[src/rtl/tag_match_pkg.sv]
// rtl/tag_match_pkg.sv - op codes and sizing helper shared by tag_match_pipe
package tag_match_pkg;

  typedef logic [1:0] op_code_t;

  localparam op_code_t OP_SEARCH = 2'b00;
  localparam op_code_t OP_INSERT = 2'b01;
  localparam op_code_t OP_REMOVE = 2'b10;
  localparam op_code_t OP_POP    = 2'b11;

  function automatic int seg_count(input int tag_w, input int seg_w);
    return (1 << tag_w) >> seg_w;
  endfunction

endpackage

[src/rtl/ffs_lsb.sv]
// rtl/ffs_lsb.sv - find-first-set: index of the lowest set bit plus an any-set flag
module ffs_lsb #(
  parameter int W = 4,
  localparam int IW = (W > 1) ? $clog2(W) : 1
) (
  input  logic [W-1:0]  vec,
  output logic [IW-1:0] idx,
  output logic          any
);

  // Scan from the top so the lowest set bit is the last one written.
  always_comb begin
    idx = '0;
    for (int i = W - 1; i >= 0; i--) begin
      if (vec[i]) idx = IW'(i);
    end
    any = |vec;
  end

endmodule

[src/rtl/tag_match_pipe.sv]
// rtl/tag_match_pipe.sv - two-stage smallest-tag>=query search over an internal occupancy bitmap
// Define TAG_MATCH_WRAP_EN to return the lowest occupied tag when nothing >= the query exists.
module tag_match_pipe
  import tag_match_pkg::*;
#(
  parameter int TAG_W = 4,
  parameter int SEG_W = 2
) (
  input  logic                    clk,
  input  logic                    rst,
  input  logic                    op_valid,
  output logic                    op_ready,
  input  logic [1:0]              op_code,
  input  logic [TAG_W-1:0]        op_tag,
  output logic                    res_valid,
  output logic [TAG_W-1:0]        res_tag,
  output logic                    res_found,
  output logic                    res_wrap,
  output logic [(1<<TAG_W)-1:0]   occ,
  output logic [TAG_W:0]          count
);

  localparam int N    = 1 << TAG_W;
  localparam int NSEG = seg_count(TAG_W, SEG_W);
  localparam int SEG  = 1 << SEG_W;
  localparam int KW   = TAG_W - SEG_W;

  localparam logic [N-1:0] ONE_N = {{(N-1){1'b0}}, 1'b1};
  localparam logic [TAG_W:0] ONE_C = {{TAG_W{1'b0}}, 1'b1};

  logic              accept;
  logic              pop_stall;
  logic [N-1:0]      lower_mask;
  logic [N-1:0]      masked;
  logic [NSEG-1:0]   seg_any;

  logic              s1_valid;
  op_code_t          s1_op;
  logic [TAG_W-1:0]  s1_tag;
  logic              s1_prior;
  logic [N-1:0]      s1_masked;
  logic [NSEG-1:0]   s1_seg_any;

  logic [NSEG-1:0]   sel_seg;
  logic [N-1:0]      sel_vec;
  logic [KW-1:0]     sel_k;
  logic              seg_hit;
  logic [SEG-1:0]    seg_bits;
  logic [SEG_W-1:0]  sel_b;
  logic              bit_hit;
  logic              st2_found;
  logic [TAG_W-1:0]  st2_tag;

  logic [N-1:0]      occ_next;
  logic [TAG_W:0]    count_next;

  // A POP holds off the next issue slot so its clear lands before the next snapshot.
  assign op_ready = ~rst & ~pop_stall;
  assign accept   = op_valid & op_ready;

  assign lower_mask = (ONE_N << op_tag) - ONE_N;
  assign masked     = occ & ~lower_mask;

  always_comb begin
    seg_any = '0;
    for (int k = 0; k < NSEG; k++) begin
      seg_any[k] = |masked[k*SEG +: SEG];
    end
  end

`ifdef TAG_MATCH_WRAP_EN
  logic [NSEG-1:0] useg_any;
  logic [NSEG-1:0] s1_useg_any;
  logic [N-1:0]    s1_occ;
  logic            st2_wrap;

  always_comb begin
    useg_any = '0;
    for (int k = 0; k < NSEG; k++) begin
      useg_any[k] = |occ[k*SEG +: SEG];
    end
  end

  always_ff @(posedge clk) begin
    s1_useg_any <= useg_any;
    s1_occ      <= occ;
  end

  assign st2_wrap = ~(|s1_seg_any) & (|s1_useg_any);
  assign sel_seg  = st2_wrap ? s1_useg_any : s1_seg_any;
  assign sel_vec  = st2_wrap ? s1_occ : s1_masked;

  always_ff @(posedge clk) begin
    if (rst) begin
      res_wrap <= 1'b0;
    end else if (s1_valid) begin
      res_wrap <= st2_wrap & ((s1_op == OP_SEARCH) | (s1_op == OP_POP));
    end
  end
`else
  assign sel_seg  = s1_seg_any;
  assign sel_vec  = s1_masked;
  assign res_wrap = 1'b0;
`endif

  ffs_lsb #(.W(NSEG)) u_seg_sel (
    .vec (sel_seg),
    .idx (sel_k),
    .any (seg_hit)
  );

  always_comb begin
    seg_bits = '0;
    for (int k = 0; k < NSEG; k++) begin
      if (sel_k == KW'(k)) seg_bits = sel_vec[k*SEG +: SEG];
    end
  end

  ffs_lsb #(.W(SEG)) u_bit_sel (
    .vec (seg_bits),
    .idx (sel_b),
    .any (bit_hit)
  );

  assign st2_found = seg_hit & bit_hit;
  assign st2_tag   = {sel_k, sel_b};

  always_comb begin
    occ_next   = occ;
    count_next = count;
    if (accept && (op_code == OP_INSERT) && !occ[op_tag]) begin
      occ_next[op_tag] = 1'b1;
      count_next       = count + ONE_C;
    end else if (accept && (op_code == OP_REMOVE) && occ[op_tag]) begin
      occ_next[op_tag] = 1'b0;
      count_next       = count - ONE_C;
    end
    if (s1_valid && (s1_op == OP_POP) && st2_found) begin
      occ_next[st2_tag] = 1'b0;
      count_next        = count_next - ONE_C;
    end
  end

  always_ff @(posedge clk) begin
    if (rst) begin
      occ        <= '0;
      count      <= '0;
      pop_stall  <= 1'b0;
      s1_valid   <= 1'b0;
      s1_op      <= OP_SEARCH;
      s1_tag     <= '0;
      s1_prior   <= 1'b0;
      s1_masked  <= '0;
      s1_seg_any <= '0;
      res_valid  <= 1'b0;
      res_tag    <= '0;
      res_found  <= 1'b0;
    end else begin
      occ        <= occ_next;
      count      <= count_next;
      pop_stall  <= accept & (op_code == OP_POP);
      s1_valid   <= accept;
      s1_op      <= op_code;
      s1_tag     <= op_tag;
      s1_prior   <= occ[op_tag];
      s1_masked  <= masked;
      s1_seg_any <= seg_any;
      res_valid  <= s1_valid;
      if (s1_valid) begin
        if ((s1_op == OP_INSERT) || (s1_op == OP_REMOVE)) begin
          res_found <= s1_prior;
          res_tag   <= s1_prior ? s1_tag : '0;
        end else begin
          res_found <= st2_found;
          res_tag   <= st2_found ? st2_tag : '0;
        end
      end
    end
  end

endmodule
[config.mk]
export PLATFORM = sky130hd
export DESIGN_NAME = tag_match_pipe
export DESIGN_NICKNAME = d
export VERILOG_FILES = /design/src/rtl/tag_match_pkg.sv /design/src/rtl/ffs_lsb.sv /design/src/rtl/tag_match_pipe.sv
export SDC_FILE = /design/constraint.sdc
export NUM_CORES = 1
export LEC_CHECK = 0
export ABC_AREA = 1
export CAP_MARGIN = 20
export CORE_MARGIN = 2
export CORE_UTILIZATION = 60
export DETAILED_ROUTE_END_ITERATION = 16
export HOLD_SLACK_MARGIN = 0.08
export PLACE_DENSITY = 0.93
export SLEW_MARGIN = 0
export SYNTH_ARGS = -nofsm -noshare
export SYNTH_HDL_FRONTEND = slang
export SYNTH_SLANG_ARGS = --single-unit
[constraint.sdc]
create_clock -name clk -period 4.7 [get_ports clk]
set_input_delay 1.41 -clock clk [delete_from_list [all_inputs] [get_ports clk]]
set_output_delay 1.41 -clock clk [all_outputs]
set_load 0.01 [all_outputs]
After elaboration in Yosys (flattened, before gate mapping)
Cells that the tools add are included.
{"block": "classes", "order_cmp": 4, "eq_ne": 9, "n_mux": 28, "reduce_logical": 17, "shift": 1, "n_addsub": 4, "n_bitwise": 13}
{"operator": "bitwise AND 16 bit", "count": 3}
{"operator": "two-way mux 16 bit", "count": 3}
{"operator": "inverter 16 bit", "count": 3}
{"operator": "two-way mux 4 bit", "count": 7}
{"operator": "OR reduction 4 bit", "count": 6}
{"operator": "two-way mux 2 bit", "count": 8}
{"operator": "OR 16 bit", "count": 1}
{"operator": "left shift 1 x 4 -> 16 bit, first input constant", "count": 1}
{"operator": "subtractor 16 x 1 -> 16 bit, second input constant", "count": 1}
{"operator": "two-way mux 5 bit", "count": 3}
{"operator": "equality test 2 bit, second input constant", "count": 6}
{"operator": "< comparator 4 x 5 -> 1 bit, second input constant", "count": 2}
{"operator": "subtractor 5 x 1 -> 5 bit, second input constant", "count": 2}
{"operator": "demux 1 bit (select 4 bit)", "count": 2}
{"operator": "greater-or-equal comparator 4 x 1 -> 1 bit, second input constant", "count": 2}
{"operator": "logical AND 1 bit", "count": 8}
{"operator": "equality test 2 x 1 -> 1 bit, second input constant", "count": 3}
{"operator": "adder 5 x 1 -> 5 bit, second input constant", "count": 1}
{"operator": "bitwise AND 1 bit", "count": 4}
{"operator": "binary-select mux 1 bit (select 4 bit)", "count": 1}
{"operator": "two-way mux 1 bit", "count": 4}
{"operator": "zero test 2 bit", "count": 1}
{"operator": "inverter 1 bit", "count": 2}
{"operator": "zero test 1 bit", "count": 1}
{"operator": "logical OR 1 bit", "count": 1}
{"block": "word_totals", "output_inout_bits": 29, "reg_bits": 56, "elab_cells": 88}

Longest topological paths before layout
{"block": "logic_depth", "depth_word": 20, "depth_mapped": 19, "ltp_nobuf": 19}

Cells and area by module
Synthesis repeated with hierarchy kept, for this count alone.
{"block": "hier_totals", "cells_unflattened": 440, "area_unflattened_um2": 2950.3}
{"module": "tag_match_pipe", "area_per_inst_um2": 2857.7, "cells_per_inst": 422, "instances": 1}
{"module": "ffs_lsb", "area_per_inst_um2": 46.3, "cells_per_inst": 9, "instances": 2}

Least setup slack after synthesis
No wires, ideal clock.
{"block": "synth_timing", "path_type": "in2reg", "start": "in rst", "end": "reg count[2]", "slack_ns": 1.555, "stages": 14, "t_arrival_ns": 3.026, "setup_ns": 0.119, "cell_sequence": "buf_6 -> nor2_4 -> nand2_1 -> nor3_2 -> o21ai_2 -> nand2_1 -> nand2_1 -> a21oi_2 -> ha_1 -> inv_1 -> nor2_1 -> inv_1 -> o21ai_0 -> a21oi_1"}
{"block": "synth_between", "elab_chain_cells": 9, "word_cells_on_any_way": 11, "classes_between": "add/sub (1); mux (3); bitwise (3); reduce/logical (4)"}
{"item": "from (decl)", "line_no": "tag_match_pipe.sv:10", "rtl": "input logic rst,"}
{"item": "inverter 1 bit *", "line_no": "tag_match_pipe.sv:58", "rtl": "assign op_ready = ~rst & ~pop_stall;"}
{"item": "bitwise AND 1 bit *", "line_no": "tag_match_pipe.sv:58"}
{"item": "net op_ready", "line_no": "tag_match_pipe.sv:12", "rtl": "output logic op_ready,"}
{"item": "bitwise AND 1 bit *", "line_no": "tag_match_pipe.sv:59", "rtl": "assign accept = op_valid & op_ready;"}
{"item": "logical AND 1 bit (2 in series)", "line_no": "tag_match_pipe.sv:134", "rtl": "end else if (accept && (op_code == OP_REMOVE) && occ[op_tag]) begin"}
{"item": "two-way mux 5 bit", "line_no": "tag_match_pipe.sv:134"}
{"item": "two-way mux 5 bit *", "line_no": "tag_match_pipe.sv:131", "rtl": "if (accept && (op_code == OP_INSERT) && !occ[op_tag]) begin"}
{"item": "subtractor 5 x 1 -> 5 bit", "line_no": "tag_match_pipe.sv:140", "rtl": "count_next = count_next - ONE_C;"}
{"item": "two-way mux 5 bit *", "line_no": "tag_match_pipe.sv:138", "rtl": "if (s1_valid && (s1_op == OP_POP) && st2_found) begin"}
{"item": "to (signal assigned)", "line_no": "tag_match_pipe.sv:160", "rtl": "count <= count_next;"}
{"item": "to (decl)", "line_no": "tag_match_pipe.sv:20", "rtl": "output logic [TAG_W:0] count"}
Mark *: on every way through the listed nets, which the timed path passes. The rest lies on a longest branch.
A chain may end at the register's enable or synchronous reset.

Worst setup path in the final report
{"block": "layout_timing", "start": "in rst", "end": "out op_ready"}
{"block": "layout_between", "elab_chain_cells": 2}
{"item": "inverter 1 bit", "line_no": "tag_match_pipe.sv:58"}
{"item": "bitwise AND 1 bit", "line_no": "tag_match_pipe.sv:58"}
{"item": "to (decl)", "line_no": "tag_match_pipe.sv:12"}
No other way between the ends.

==> results.txt <==
run status: finished, final reports clean
Max Slew Vio Count: 0
global route overflow: 0
Die Footprint: 5680 um2
number of global-route vias before repair: 2785
post-layout total power: 853 uW
cell area after placement: 3450 um2
Fin Setup TNS: 0 ns
total half-perimeter wirelength after legalization and detailed placement: 6200 um
overall fraction of global-route tracks in use: 30.2%
Slew HR: 40.7%
Net Count, Synth: 471
DR pass1 iterations: 5
quantity of hold-fixing buffers added after cts: 0
Setup Buffers After CTS: 0
Max FO, Critical Path: 2
number of warnings printed during yosys synthesis: 0
clock sink total: 56
cells resized by post-CTS repair: 0
maximum number of pins on one net before global-route repair: 31
arrival time of the worst setup path: 2.55 ns
antenna violations before repair: 0
setup violation total in the final timing report: 0
PD cells: 241 nW/um2
min setup slack post-route: 0.739 ns
initial cell density of the core: 63.5%
setup slack after placement: 0.564 ns
layout cells sized above 1: 7.54%
Netlist cell types: 39
diode count: 0
M1 WL: 3510 um
static leakage power: 0.00156 uW
wire length of the first global-routing pass: 12900 um
length of routed met3 wiring: 764 um
Die H: 75.4 um
critical path required time: 3.29 ns
DR iter-0 viols: 252
number of buffers added on ports: 36
clock-pin transition on the worst setup and hold timing paths: 0.11 ns
number of cells traversed by the worst register-to-register path: 15
synthesized area per cell: 6.69 um2
Final min period: 3.96 ns
Layout Skew: 0.00841 ns
wire length per cell after detailed routing: 14.6 um
worst vdd ir: 0.127 mV
Routability Congestion: 0.970
depth of the worst hold-timing path: 2
Worst R2R Setup Slack: 2.43 ns
share of the yosys chip area belonging to registers: 36.7%
actual slew at the worst max-slew pin: 0.888 ns
category of the critical setup timing path: primary input to output pin
design area: 3550 um2
# nets final: 504
upper clock frequency limit: 252 MHz
Reg-to-Reg End: count[2]
horizontal die dimension: 75.4 um
met2 wirelength from detailed routing: 3710 um
CTS tree: built
Via-to-Cell Ratio: 5.49
unrepaired setup endpoints after global routing: false
io pins: 38
Synth-to-Final Area Change: 16.0%
master cell of the clock root buffer: sky130_fd_sc_hd__clkbuf_8
Core Area: 4820 um2
Worst Min Path Start: res_found
startpoint type of the worst setup path: primary input
uppermost layer routed: met4
worst min-delay path category: register to register
number of synthesized register bits: 56
cells after synthesis: 457
Vias: 3061
final hold viol count: 0
Netlist Area Pre-Place: 3060 um2
FF-to-FF Start: occ[1]
Final period util: 84.3%
max-cap violations: 0
Max H-tree Level: 2
final std cells w/o fill: 558
placed cell count: 550
Remaining DRCs: 0
Setup crit end kind: output pin
maximum count of clock buffers along a single path: 2
insertion delay of the later-clocked pin in the worst-skew pair: 0.32 ns
end point of the most critical hold path: res_found
post-detailed-route count of antenna-violating nets: 0
number of buffers created by CTS: 5
number of core rows: 25
total length of routed wires: 8120 um
## cell type report
type | instances | area, um2
multi-input combinational | 331 | 1650
timing repair buffer | 39 | 383
fill | 413 | 1270
clock inverter | 3 | 27.5
sequential | 56 | 1120
clock buffer | 5 | 68.8
inverter | 57 | 214
tap | 67 | 83.8
## routing by layer
metal | GRT usage (%) | vias up
li1 | - | 1541
met1 | 41.6 | 1349
met2 | 49.3 | 156
met3 | 3.97 | 15
met4 | 10.1 | 0
met5 | 0 | -
## worst max path at each step
| stage | end | from | slack, ns |
|---|---|---|---|
| floorplan | count[2] | rst | 1.55 |
| global placement | count[2] | op_tag[1] | 0.70 |
| detailed placement | count[2] | op_tag[1] | 0.56 |
| CTS | op_ready | rst | 0.73 |
| global route | count[2] | op_tag[1] | 0.65 |
| finish | op_ready | rst | 0.74 |
## Yosys cell counts, drive strengths merged
| cell | instances | area (um2) |
|---|---|---|
| nand4 | 5 | 31.3 |
| or2 | 3 | 18.8 |
| buf | 5 | 42.5 |
| conb | 1 | 3.75 |
| nand3 | 32 | 170 |
| nor2 | 52 | 218 |
| a311oi | 1 | 8.76 |
| or3 | 2 | 12.5 |
| clkbuf | 8 | 30.0 |
| o211ai | 3 | 22.5 |
| o31ai | 1 | 7.51 |
| nor3 | 7 | 56.3 |
| nand3b | 1 | 7.51 |
| a211oi | 1 | 7.51 |
| xor2 | 4 | 35.0 |
| o211a | 6 | 60.1 |
| dfxtp | 56 | 1120 |
| ha | 5 | 62.6 |
| inv | 57 | 214 |
| nand2 | 130 | 518 |
| a21oi | 22 | 114 |
| o21ai | 48 | 248 |
| nor3b | 1 | 7.51 |
| xnor2 | 1 | 8.76 |
| a31oi | 5 | 31.3 |
## power by group
group	switching (uW)	internal, uW
Combinational	56.7	29.6
Sequential	5.19	482
Clock	170	110
## critical path: stages
cell and delay [ns]:
sky130_fd_sc_hd__clkdlybuf4s50_1 0.47, sky130_fd_sc_hd__nor2_4 0.13, sky130_fd_sc_hd__clkdlybuf4s50_1 0.54
## through the flow
step                      hold slack, ns  utilization [%]
after detailed placement           0.463             71.6
after global placement             0.455             71.6
after global routing               0.498             73.6
final                              0.476             73.6
after floorplan                    0.444                -
after CTS                          0.478             73.6
## registers in the layout, indices dropped and copies added (netlist names)
name	flops
s1_op	2
res_valid	1
res_tag	4
pop_stall	1
s1_valid	1
s1_tag	4
s1_masked	16
s1_seg_any	4
occ	16
s1_prior	1
res_found	1
count	5
## cell families after synthesis
kind of cell	synth area share (%)
xor+xnor	1.43
compound gates	16.3
flops	36.7
simple gates	34.0
other cells	0.123
fa+ha+maj	2.05
buf+inv	9.37
## cells in the final DEF, fill, tap and decap left out, types with 3 or more instances in the layout
cell / instances
sky130_fd_sc_hd__a21oi_1: 21
sky130_fd_sc_hd__a31oi_1: 5
sky130_fd_sc_hd__buf_4: 3
sky130_fd_sc_hd__clkbuf_8: 5
sky130_fd_sc_hd__clkdlybuf4s50_1: 36
sky130_fd_sc_hd__dfxtp_1: 56
sky130_fd_sc_hd__ha_1: 5
sky130_fd_sc_hd__inv_1: 54
sky130_fd_sc_hd__inv_2: 3
sky130_fd_sc_hd__nand2_1: 122
sky130_fd_sc_hd__nand2_2: 6
sky130_fd_sc_hd__nand3_1: 30
sky130_fd_sc_hd__nand4_1: 5
sky130_fd_sc_hd__nor2_1: 47
sky130_fd_sc_hd__nor2_2: 3
sky130_fd_sc_hd__nor3_1: 4
sky130_fd_sc_hd__o211a_1: 6
sky130_fd_sc_hd__o211ai_1: 3
sky130_fd_sc_hd__o21ai_0: 44
sky130_fd_sc_hd__xor2_1: 4
(Power assumes the default switching activity.)
